File: src/rtl/jtpang_objdma_pkg.sv
// ---------------------------------------------------------------------------
// jtpang_objdma_pkg
//
// Shared definitions for the object-table DMA path.
//
// Contents:
//   ST_IDLE/ST_REQ/ST_XFER/ST_DONE : DMA controller state encoding
//   DEF_SRC_AW / DEF_DST_AW        : default source / destination address widths
//   DEF_LEN                        : default object table size in bytes
//   DEF_SRC_BASE                   : default first source address of the table
//
// The object renderer reads DEF_LEN to know how many attribute bytes the line
// buffer holds, so the DMA engine and the renderer agree on the table size.
// ---------------------------------------------------------------------------
package jtpang_objdma_pkg;

  // DMA controller state encoding, kept as plain constants so older tools
  // that cannot handle enums in state registers still accept the design.
  localparam logic [1:0] ST_IDLE = 2'd0;
  localparam logic [1:0] ST_REQ  = 2'd1;
  localparam logic [1:0] ST_XFER = 2'd2;
  localparam logic [1:0] ST_DONE = 2'd3;

  // Default geometry of the object attribute table.
  localparam int         DEF_SRC_AW   = 12;
  localparam int         DEF_DST_AW   = 9;
  localparam int         DEF_LEN      = 512;
  localparam logic [11:0] DEF_SRC_BASE = 12'h000;

endpackage

File: src/rtl/jtpang_objdma_edge.sv
// ---------------------------------------------------------------------------
// jtpang_objdma_edge
//
// Rising-edge detector with synchronous active-high reset. The input is
// compared against a registered copy of itself, so a level that stays high
// for many clocks produces exactly one single-clock pulse. Also intended for
// the vblank and IRQ edges elsewhere in the design.
//
// Ports:
//   clk    in  system clock
//   rst    in  synchronous reset, active-high; clears the registered copy
//   sig_i  in  level to watch
//   rise_o out high for the clock in which sig_i is high and was low on the
//              previous clock edge
// ---------------------------------------------------------------------------
module jtpang_objdma_edge (
  input  logic clk,
  input  logic rst,
  input  logic sig_i,
  output logic rise_o
);

  logic sigDly_q;

  // Keep last clock's copy of the input. Clearing it on reset means a level
  // that is already high when reset drops still counts as a fresh edge.
  always_ff @(posedge clk) begin
    if (rst) begin
      sigDly_q <= 1'b0;
    end else begin
      sigDly_q <= sig_i;
    end
  end

  // The pulse is combinational so the consumer can act on the same edge in
  // which the level is first seen high.
  assign rise_o = sig_i & ~sigDly_q;

endmodule

File: src/rtl/jtpang_objdma.sv
// ---------------------------------------------------------------------------
// jtpang_objdma
//
// Object-table DMA engine. On a rising edge of the CPU trigger it requests
// the Z80 bus, then copies LEN bytes from main-side object RAM (starting at
// SRC_BASE) into the object line-buffer RAM (starting at address 0), one byte
// per cen pulse, and finally releases the bus.
//
// Parameters:
//   SRC_AW   source address width
//   DST_AW   destination address width
//   SRC_BASE first source address copied (source addresses wrap)
//   LEN      bytes per transfer, 1 .. 2**DST_AW
//
// Ports:
//   clk      in  system clock
//   rst      in  synchronous reset, active-high
//   cen      in  pacing enable, one byte moved per pulse
//   dma_go   in  trigger level from CPU I/O decode
//   busrq_n  out Z80 bus request, active low
//   busak_n  in  Z80 bus acknowledge, active low
//   src_addr out source RAM address
//   src_rd   out source read strobe
//   src_dout in  source data, valid on the cen after the address is issued
//   dst_addr out object buffer address
//   dst_din  out object buffer write data
//   dst_we   out object buffer write enable, one clk wide
//   busy     out high from trigger acceptance until bus release
// ---------------------------------------------------------------------------
module jtpang_objdma
  import jtpang_objdma_pkg::*;
#(
  parameter int                SRC_AW   = DEF_SRC_AW,
  parameter int                DST_AW   = DEF_DST_AW,
  parameter logic [SRC_AW-1:0] SRC_BASE = SRC_AW'(DEF_SRC_BASE),
  parameter int                LEN      = DEF_LEN
) (
  input  logic              clk,
  input  logic              rst,
  input  logic              cen,
  input  logic              dma_go,
  output logic              busrq_n,
  input  logic              busak_n,
  output logic [SRC_AW-1:0] src_addr,
  output logic              src_rd,
  input  logic [7:0]        src_dout,
  output logic [DST_AW-1:0] dst_addr,
  output logic [7:0]        dst_din,
  output logic              dst_we,
  output logic              busy
);

  // One extra counter bit so a full 2**DST_AW table has a representable
  // terminal count.
  localparam int               CNT_W   = DST_AW + 1;
  localparam logic [CNT_W-1:0] LEN_C   = CNT_W'(LEN);
  localparam logic [CNT_W-1:0] CNT_ONE = CNT_W'(1);

  logic [1:0]        state_q,   state_d;
  logic [CNT_W-1:0]  rdCnt_q,   rdCnt_d;
  logic [CNT_W-1:0]  wrCnt_q,   wrCnt_d;
  logic              busrqN_q,  busrqN_d;
  logic              busy_q,    busy_d;
  logic [SRC_AW-1:0] srcAddr_q, srcAddr_d;
  logic              srcRd_q,   srcRd_d;
  logic [DST_AW-1:0] dstAddr_q, dstAddr_d;
  logic [7:0]        dstDin_q,  dstDin_d;
  logic              dstWe_q,   dstWe_d;
  logic              reissue_q, reissue_d;

  logic goRise;
  logic inFlight;

  // Trigger edge detection lives in the reusable sub-module; the held level
  // from the CPU decode therefore only ever starts one transfer.
  jtpang_objdma_edge u_goEdge (
    .clk    (clk),
    .rst    (rst),
    .sig_i  (dma_go),
    .rise_o (goRise)
  );

  // A byte is in flight whenever an address has been issued whose data has
  // not been written yet, i.e. stage A is ahead of stage B.
  assign inFlight = (rdCnt_q != wrCnt_q);

  // Next-state logic for the controller and the two-stage copy pipeline.
  // Stage A issues a source address; stage B, on the following cen, writes
  // the returned data. Both stages act on the same cen, so in steady state a
  // byte is read and the previous one written on every pulse.
  // If the CPU takes the bus back mid-copy everything freezes. Because the
  // source RAM may have been driven by the CPU meanwhile, the first cen after
  // the bus returns re-issues the outstanding address instead of writing
  // stale data, and the normal overlap resumes on the cen after that.
  // A trigger edge while not idle falls through every other case, so it is
  // dropped rather than queued.
  always_comb begin
    state_d   = state_q;
    rdCnt_d   = rdCnt_q;
    wrCnt_d   = wrCnt_q;
    busrqN_d  = busrqN_q;
    busy_d    = busy_q;
    srcAddr_d = srcAddr_q;
    srcRd_d   = srcRd_q;
    dstAddr_d = dstAddr_q;
    dstDin_d  = dstDin_q;
    dstWe_d   = 1'b0;
    reissue_d = reissue_q;

    case (state_q)
      ST_IDLE: begin
        if (goRise) begin
          busy_d    = 1'b1;
          busrqN_d  = 1'b0;
          rdCnt_d   = '0;
          wrCnt_d   = '0;
          reissue_d = 1'b0;
          state_d   = ST_REQ;
        end
      end

      ST_REQ: begin
        if (!busak_n) begin
          state_d = ST_XFER;
        end
      end

      ST_XFER: begin
        if (busak_n) begin
          if (inFlight) begin
            reissue_d = 1'b1;
          end
        end else if (cen) begin
          if (reissue_q && inFlight) begin
            srcAddr_d = SRC_BASE + SRC_AW'(rdCnt_q - CNT_ONE);
            srcRd_d   = 1'b1;
            reissue_d = 1'b0;
          end else begin
            reissue_d = 1'b0;
            if (rdCnt_q != LEN_C) begin
              srcAddr_d = SRC_BASE + SRC_AW'(rdCnt_q);
              srcRd_d   = 1'b1;
              rdCnt_d   = rdCnt_q + CNT_ONE;
            end else begin
              srcRd_d   = 1'b0;
            end
            if (inFlight) begin
              dstDin_d  = src_dout;
              dstAddr_d = wrCnt_q[DST_AW-1:0];
              dstWe_d   = 1'b1;
              wrCnt_d   = wrCnt_q + CNT_ONE;
              if ((wrCnt_q + CNT_ONE) == LEN_C) begin
                state_d = ST_DONE;
              end
            end
          end
        end
      end

      ST_DONE: begin
        busrqN_d = 1'b1;
        busy_d   = 1'b0;
        srcRd_d  = 1'b0;
        state_d  = ST_IDLE;
      end

      default: begin
        state_d = ST_IDLE;
      end
    endcase
  end

  // All state registers. Reset is synchronous: one clock with rst high puts
  // every output back to its idle value and lets go of the Z80 bus at once.
  // Whatever was already written to the object buffer stays there.
  always_ff @(posedge clk) begin
    if (rst) begin
      state_q   <= ST_IDLE;
      rdCnt_q   <= '0;
      wrCnt_q   <= '0;
      busrqN_q  <= 1'b1;
      busy_q    <= 1'b0;
      srcAddr_q <= SRC_BASE;
      srcRd_q   <= 1'b0;
      dstAddr_q <= '0;
      dstDin_q  <= '0;
      dstWe_q   <= 1'b0;
      reissue_q <= 1'b0;
    end else begin
      state_q   <= state_d;
      rdCnt_q   <= rdCnt_d;
      wrCnt_q   <= wrCnt_d;
      busrqN_q  <= busrqN_d;
      busy_q    <= busy_d;
      srcAddr_q <= srcAddr_d;
      srcRd_q   <= srcRd_d;
      dstAddr_q <= dstAddr_d;
      dstDin_q  <= dstDin_d;
      dstWe_q   <= dstWe_d;
      reissue_q <= reissue_d;
    end
  end

  assign busrq_n  = busrqN_q;
  assign busy     = busy_q;
  assign src_addr = srcAddr_q;
  assign src_rd   = srcRd_q;
  assign dst_addr = dstAddr_q;
  assign dst_din  = dstDin_q;
  assign dst_we   = dstWe_q;

endmodule

File: config.mk
export PLATFORM = sky130hd
export DESIGN_NAME = jtpang_objdma
export DESIGN_NICKNAME = d
export VERILOG_FILES = /design/src/rtl/jtpang_objdma_pkg.sv /design/src/rtl/jtpang_objdma_edge.sv /design/src/rtl/jtpang_objdma.sv
export SDC_FILE = /design/constraint.sdc
export NUM_CORES = 1
export LEC_CHECK = 0
export ABC_AREA = 0
export CORE_MARGIN = 2
export CORE_UTILIZATION = 45
export CTS_CLUSTER_DIAMETER = 30
export DETAILED_ROUTE_END_ITERATION = 8
export DONT_BUFFER_PORTS = 1
export MAX_ROUTING_LAYER = met4
export PLACE_DENSITY_LB_ADDON = 0.25
export SETUP_SLACK_MARGIN = 0.02
export SYNTH_ARGS = -nofsm -noshare
export SYNTH_HDL_FRONTEND = slang
export SYNTH_SLANG_ARGS = --single-unit
File: constraint.sdc
create_clock -name clk -period 3 [get_ports clk]
set_clock_uncertainty 0.05 [all_clocks]
set_input_delay 0.45 -clock clk [delete_from_list [all_inputs] [get_ports clk]]
set_output_delay 0.45 -clock clk [all_outputs]
set_load 0.03 [all_outputs]
* Yosys cells after proc, flatten, opt, wreduce, memory -nomap -nowiden
Index checks and enable logic that the tools add are counted. Widths: inputs -> output; s select.
Storage, ports and cells: flip-flop bits (word level) 57, input port bits 13, output and inout port bits 33, logic and storage cells 87
Cells by class: add/subtract/negate cells 3, equal/unequal tests 16, multiplexer cells 35, bitwise logic cells 6, reductions and logical operators 15
Operators with widths (number):
- $mux 10 | 9
- $pmux 10 s2 | 2
- $mux 12 | 2
- $add 10x1->10 const B | 2
- $ne 2x2->1 const B | 8
- $mux 2 | 7
- $reduce_and 6->1 | 2
- $sub 10x1->11 const B | 1
- $eq 10x10->1 const B | 1
- $mux 1 | 10
- $ne 10x10->1 | 1
- $ne 10x10->1 const B | 1
- $pmux 1 s2 | 4
- $pmux 2 s4 | 1
- $reduce_and 4->1 | 2
- $reduce_bool 2->1 | 4
- $reduce_and 7->1 | 1
- $ne 3x3->1 const B | 2
- $not 1->1 | 5
- $reduce_and 5->1 | 1
- $reduce_or 5->1 | 1
- $eq 2x2->1 const B | 2
- $reduce_and 3->1 | 1
- $eq 2x1->1 const B | 1
- 4 further kinds | 4

* Longest topological paths before layout
Gate-level depths: netlist of run 1.
depth in word-level cells 8, depth in mapped cells 10, mapped depth without buffers 8

* Cells and area by module
From an unflattened synthesis of run 1, not the netlist that was laid out.
Unflattened totals: cell total of the unflattened synthesis 347, area, all modules 2955.3 µm²
Modules (own cells, without submodules):
- jtpang_objdma | instances 1, cells an instance 344, area an instance 2907.8 µm², sequential area each 1101.1 µm²
- jtpang_objdma_edge | instances 1, cells an instance 3, area an instance 47.5 µm², sequential area each 20.0 µm²

* Worst setup path before layout of run 1
Ideal clock, no wire load.
path type register -> register, from register rdCnt_q[0], to register rdCnt_q[1], data arrival time 2.095 ns, slack 0.740 ns, cell stages (with the launch flop) 11, path buffers 2, path through dfxtp_1 > buf_2 > inv_1 > ha_1 > or4bb_1 > nor3_4 > o21ai_2 > o21ai_4 > buf_6 > nor3_1 > a31o_1
Between the ends: cells in the longest elaborated chain, start to end 6
Ends and longest elaborated chain:
- start: declaration | line jtpang_objdma.sv:60 | logic [CNT_W-1:0] rdCnt_q, rdCnt_d;
- start signal: assignment | line jtpang_objdma.sv:191 | rdCnt_q <= rdCnt_d;
- $add 10x1->10 | line jtpang_objdma.sv:143 | rdCnt_d = rdCnt_q + CNT_ONE;
- $mux 10 | line jtpang_objdma.sv:140 | if (rdCnt_q != LEN_C) begin
- $mux 10 | line jtpang_objdma.sv:134 | if (reissue_q && inFlight) begin
- $mux 10 | line jtpang_objdma.sv:133 | end else if (cen) begin
- $mux 10 | line jtpang_objdma.sv:129 | if (busak_n) begin
- $pmux 10 s2 | line jtpang_objdma.sv:110 | case (state_q)
Several ways; a longest one is shown, not always the timed one. The select of a mux whose other input is x is not followed. A chain may end at the register's enable or synchronous reset.

* Worst setup path in the final report of run 1
Same ends and word-level chain as after synthesis.

==> results of run 1 <==
worst paths after layout:
check             startpoint    endpoint  slack (ns)
setup / recovery  rdCnt_q[0]  rdCnt_q[1]        0.51
hold reg to reg   state_q[1]  state_q[1]        0.47
setup reg to reg  rdCnt_q[0]  rdCnt_q[1]        0.51
hold / removal           rst  rdCnt_q[0]        0.13
metrics by stage:
stage               worst slack, ns  total power (uW)  util (%)  instances  hold slack [ns]
finish                       0.5131              1796     48.22        413           0.1336
global route                 0.3236              1900     48.22        413           0.1236
global placement             0.6409              1363     46.77        405           0.4452
CTS                          0.5371              1802     48.22        413           0.1234
detailed placement           0.5622              1371     46.77        405           0.4622
floorplan                    0.7396              1287         -        351           0.4209
where the power goes:
part           switching [uW]  internal (uW)
sequential               88.9            785
clock                     267            166
combinational             342            146
total                     699           1100
area by class of cell:
type	instances	area [sq um]
tap	77	96.34
inverter	10	37.54
fill	632	3307
clock buffer	5	68.82
clock inverter	3	23.77
multi-input combinational	255	1679
timing repair buffer	7	52.55
sequential	56	1121
flip-flops by register name, summed over array words and instances (netlist names), 2 cells and up:
| name | cells |
|---|---|
| state_q | 2 |
| dst_addr | 9 |
| dst_din | 8 |
| wrCnt_q | 10 |
| src_addr | 11 |
| rdCnt_q | 10 |
cell families (layout without fill, tap and decap cells):
family          after synthesis  after routing  share of synthesized area, %
mux                          21             21                         7.020
xor+xnor                     17             17                         4.973
compound gates               78             78                         17.22
flops                        56             56                         37.44
fa+ha+maj                     8              8                         3.343
buf+inv                      40             25                         6.644
simple gates                131            131                         23.36
cells in the final DEF (no fill, tap or decap), types with 3 or more instances in the layout:
cell type / netlist / layout
a211oi_1: 5 / 5
a21oi_1: 27 / 27
buf_4: 4 / 7
clkbuf_8: 0 / 5
dfxtp_1: 56 / 56
ha_1: 8 / 8
inv_1: 10 / 10
mux2i_1: 21 / 21
nand2_1: 29 / 29
nand3_1: 7 / 7
nand4_1: 7 / 7
nor2_1: 35 / 35
nor3_1: 13 / 12
nor4_1: 6 / 6
o21ai_0: 14 / 14
o21ai_1: 3 / 3
o31a_1: 3 / 3
o31ai_1: 3 / 3
or3_1: 8 / 8
or4_1: 8 / 8
xnor2_1: 16 / 16
worst max-delay path, delay by kind of cell, from the launching register on:
kind,cells,cell delay [ns]
AND/OR/NAND/NOR,3,0.91
flip-flops,1,0.43
AO/OA/AOI/OAI,3,0.70
buffers and inverters,1,0.15
adder cells (fa/ha/maj),1,0.15
metal layers:
layer | global-route usage [%] | wire [microns] | up-vias
met1 | 26.55 | 3201 | 1156
met4 | 5.628 | 92 | 0
li1 | - | - | 1218
met5 | - | 0 | -
met3 | 4.042 | 334 | 10
met2 | 32.74 | 3185 | 69
cell usage after synthesis (9+ instances only):
master    instances  share of area (%)
nor3_1           13                2.2
nor2_1           35                4.4
inv_1            10                1.3
nand2_1          29                3.6
dfxtp_1          56                 37
o21ai_0          14                2.3
buf_2            15                2.5
clkbuf_1          9                1.1
xnor2_1          16                4.7
a21oi_1          27                4.5
mux2i_1          21                7.0
==> results.json, run 1 <==
{
  "clock_sinks": 56,
  "period_minus_slack_ns": 2.487,
  "p_leak_uw": 0.0009650,
  "core_area_sq_um": 6386,
  "grt_start_max_net_pins": 44,
  "synth_enable_flop_cells": 0,
  "syn_to_final_growth_pct": 2.842,
  "clockBufferDepth": 2,
  "worstSetupPathType": "register to register",
  "clkLatencyLatePin_ns": 0.32,
  "cts_root_buf": "clkbuf_8",
  "design_area_sq_um": 3079,
  "io_pins": 46,
  "ys_seq_area_share_pct": 37.44,
  "row_count": 29,
  "hold_class": "primary input to register",
  "timing.critical_path.cells": "inv_1 -> ha_1 -> or4bb_1 -> nor3_4 -> o21ai_2 -> o21ai_4 -> nor3_1 -> a31o_1",
  "gp_routability_congestion": 0.8669,
  "first_global_vias": 2348,
  "antenna_found_initial": 0,
  "syn-num-nets": 372,
  "yosys_warnings": 0,
  "powerDensity_nw_per_um2": 583.1,
  "clk_pin_slew_ns": 0.11,
  "die-area_sq_um": 7322,
  "dp_hpwl_microns": 4768,
  "worst_r2r_path_depth": 8,
  "viasPerCell": 5.939,
  "synth_ff_type": "dfxtp_1",
  "nets": 356,
  "netlist_area_sq_um": 2994,
  "min_period_over_period_pct": 82.90,
  "cts_setup_buffers": 0,
  "ys_async_sr_fraction_pct": 0,
  "status": "completed",
  "cts_repair_resize_count": 0,
  "cp.required_ns": 3.18,
  "overflow": 0,
  "cts_max_level": 2,
  "die-height_microns": 85.57,
  "max_stage_delay_ns": 0.52,
  "start_kind": "register",
  "end_kind": "register",
  "layout-drive-gt1-share_pct": 8.631,
  "hold_path_depth": 1,
  "first_pass_iters": 4,
  "drv_slew": 0,
  "postSynthCellCount": 351,
  "yosysUniqueCellTypes": 58,
  "grt_setup_unrepaired": "no",
  "hold_violations": 0,
  "drv_cap": 0,
  "numCtsBuffers": 5,
  "routed_wl_microns": 6813,
  "die_x_microns": 85.57,
  "relSlewSlack_pct": 53.12,
  "peakVddDrop_uv": 402.2,
  "setup-tns-final_ns": 0,
  "drtAntennaViolNets": 0,
  "port-buffer-count": 0,
  "grtUsageTotal_pct": 20.47,
  "grt_pass1_wl_microns": 11730,
  "drt_iter0_drc": 177,
  "vias": 2453,
  "cts_tree": "built",
  "holdBufCountCts": 0,
  "final-setup-viol-count": 0,
  "diodes": 0,
  "arrival_ns": 2.66,
  "tightestPinTransition_ns": 0.6994,
  "synth-seq-cells": 56,
  "place_area_sq_um": 2987,
  "start_util_pct": 46.88,
  "post_drt_wl_per_cell_microns": 16.50,
  "synth.avg_cell_area_sq_um": 8.530,
  "crit_path_top_delay_cell": "or4bb_1",
  "critPathMaxFanout": 18,
  "drc": 0,
  "fmax_mhz": 402.1
}
Power figures use the tool's default switching activity.
==> inputs of run 2 (changes only) <==
==> constraint.sdc (replaced) <==
create_clock -name clk -period 2.34 [get_ports clk]
set_clock_uncertainty 0.05 [all_clocks]
set_input_delay 0.351 -clock clk [delete_from_list [all_inputs] [get_ports clk]]
set_output_delay 0.351 -clock clk [all_outputs]
set_load 0.03 [all_outputs]
==> results.json, run 2 (same netlist as run 1, synthesis figures left out) <==
{
  "met2_usage_pct": 31.82,
  "grt_pass1_wl_microns": 11790,
  "hold_class": "primary input to register",
  "tightestPinTransition_ns": 0.6088,
  "min_from": "rst",
  "vias": 2538,
  "period_minus_slack_ns": 2.209,
  "whs_endpoint": "wrCnt_q[6]",
  "core_area_sq_um": 6386,
  "critPathMaxFanout": 16,
  "drv_slew": 0,
  "final_common_cell": "dfxtp_1",
  "cts_tree": "built",
  "grtUsageTotal_pct": 20.27,
  "hold_path_depth": 1,
  "relSlewSlack_pct": 59.36,
  "clockBufferDepth": 2,
  "fmax_mhz": 452.7,
  "crit_path_top_delay_cell": "or4bb_1",
  "dp_hpwl_microns": 5029,
  "gp_routability_congestion": 0.9370,
  "cts_root_buf": "clkbuf_8",
  "io_pins": 46,
  "start_util_pct": 46.88,
  "cp.required_ns": 2.51,
  "timing.critical_path.cells": "inv_1 -> ha_1 -> or4bb_1 -> nor3_4 -> o21ai_2 -> o21ai_4 -> buf_12 -> nor3_1 -> a31o_1",
  "max_stage_delay_ns": 0.52,
  "diodes": 0,
  "r2r_start": "rdCnt_q[0]",
  "clk_pin_slew_ns": 0.11,
  "powerDensity_nw_per_um2": 774.7,
  "first_pass_iters": 4,
  "die-area_sq_um": 7322,
  "fin_util_pct": 52.06,
  "largest_register_ffs": 11,
  "dp_worst_setup_slack_ns": 0.08777,
  "grt_start_max_net_pins": 44,
  "ff_latch_area_sq_um": 1127,
  "numCtsBuffers": 5,
  "most-common-layout-cells": "dfxtp_1 (51), nor2_1 (35), buf_4 (31)",
  "status": "completed",
  "antenna_found_initial": 0,
  "die_x_microns": 85.57,
  "setup_ws_ns": 0.1310,
  "rrSetupSlack_ns": 0.13,
  "hold_ws_ns": 0.04972,
  "worstSetupPathType": "register to register",
  "drtAntennaViolNets": 0,
  "grt-busiest-layer": "met2",
  "drc": 0,
  "grt_use_met3_pct": 4.042,
  "hold_violations": 0,
  "layout-drive-gt1-share_pct": 16.90,
  "start_kind": "register",
  "power_uw": 2575,
  "syn_to_final_growth_pct": 11.03,
  "arrival_ns": 2.38,
  "cts_max_level": 2,
  "path_buf_inv": 2,
  "end_kind": "register",
  "nets": 381,
  "multiInputGateArea_sq_um": 1695,
  "min_period_over_period_pct": 94.40,
  "clock_sinks": 56,
  "viasPerCell": 5.795,
  "grt_setup_unrepaired": "no",
  "final-setup-viol-count": 0,
  "post_drt_wl_per_cell_microns": 15.89,
  "met1_usage_pct": 26.17,
  "port-buffer-count": 0,
  "row_count": 29,
  "peakVddDrop_uv": 565.6,
  "critPathTopFamily": "simple AND/OR/NAND/NOR gates",
  "first_global_vias": 2450,
  "r2r_end": "rdCnt_q[1]",
  "nFillCells": 620,
  "drv_cap": 0,
  "setup-tns-final_ns": 0,
  "p_leak_uw": 0.001115,
  "drt_iter0_drc": 139,
  "die-height_microns": 85.57,
  "overflow": 0,
  "worst_r2r_path_depth": 9,
  "routed_wl_microns": 6962,
  "clkLatencyLatePin_ns": 0.32
}
==> run 2: cell count changes in the layout (fill, tap and decap cells not counted), sizes merged <==
cell / previous run / this run
clkinv: 1 / 0
bufinv: 0 / 1
buf: 7 / 32
clkinvlp: 2 / 1
inv: 10 / 11
==> run 2: worst max-delay path by stage <==
stage / startpoint / end / depth (start not counted)
5_1_grt: rdCnt_q[0] / rdCnt_q[8] / 9
2_1_floorplan: rdCnt_q[0] / rdCnt_q[1] / 10
3_5_place_dp: rdCnt_q[0] / rdCnt_q[8] / 8
3_3_place_gp: rdCnt_q[0] / rdCnt_q[8] / 8
6_report: rdCnt_q[0] / rdCnt_q[1] / 9
4_1_cts: rdCnt_q[0] / rdCnt_q[8] / 8
==> run 2: cell type report <==
class                      count  area share (%)
clock buffer                   5           2.070
clock inverter                 3           1.393
inverter                      10           1.129
multi-input combinational    255           51.00
sequential                    56           33.91
tap                           77           2.898
timing repair buffer          32           7.603
==> run 2: stage by stage <==
stage               std cells  area [sq um]
floorplan                 351          2994
global placement          427          3152
detailed placement        427          3152
CTS                       435          3267
global route              438          3324
finish                    438          3324
==> run 2: repair_timing <==
action,in CTS,in global routing
setup buffers,0,3
hold buffers,0,0
endpoints found under the setup margin,0,14
gates resized for setup,0,8
==> run 2: report_power, final <==
part / leakage [uW] / internal [uW] / switching (uW)
Clock: 0.0000548 / 323 / 337
Sequential: 0.000455 / 1010 / 105
Combinational: 0.000606 / 331 / 473
==> run 2: metal layers <==
metal	wire, microns	part of all wire [%]
met1	3163	45
met4	93	1.3
met5	0	0
met3	339	4.9
met2	3365	48
==> run 2: worst register-to-register path, cell delays in order (launching register included) <==
cell and delay, ns:
dfxtp_1 0.33, inv_1 0.09, ha_1 0.15, or4bb_1 0.52, nor3_4 0.26, o21ai_2 0.12, o21ai_4 0.20, buf_12 0.15
nor3_1 0.05, a31o_1 0.17
==> inputs of run 3 (changes only) <==
--- a/config.mk
+++ b/config.mk
@@ -14,6 +14,7 @@
 export MAX_ROUTING_LAYER = met4
 export PLACE_DENSITY_LB_ADDON = 0.25
 export SETUP_SLACK_MARGIN = 0.02
+export SLEW_MARGIN = 0
 export SYNTH_ARGS = -nofsm -noshare
 export SYNTH_HDL_FRONTEND = slang
 export SYNTH_SLANG_ARGS = --single-unit
==> results of run 3 <==
Final layout, timing and power as in run 2 (identical DEF).
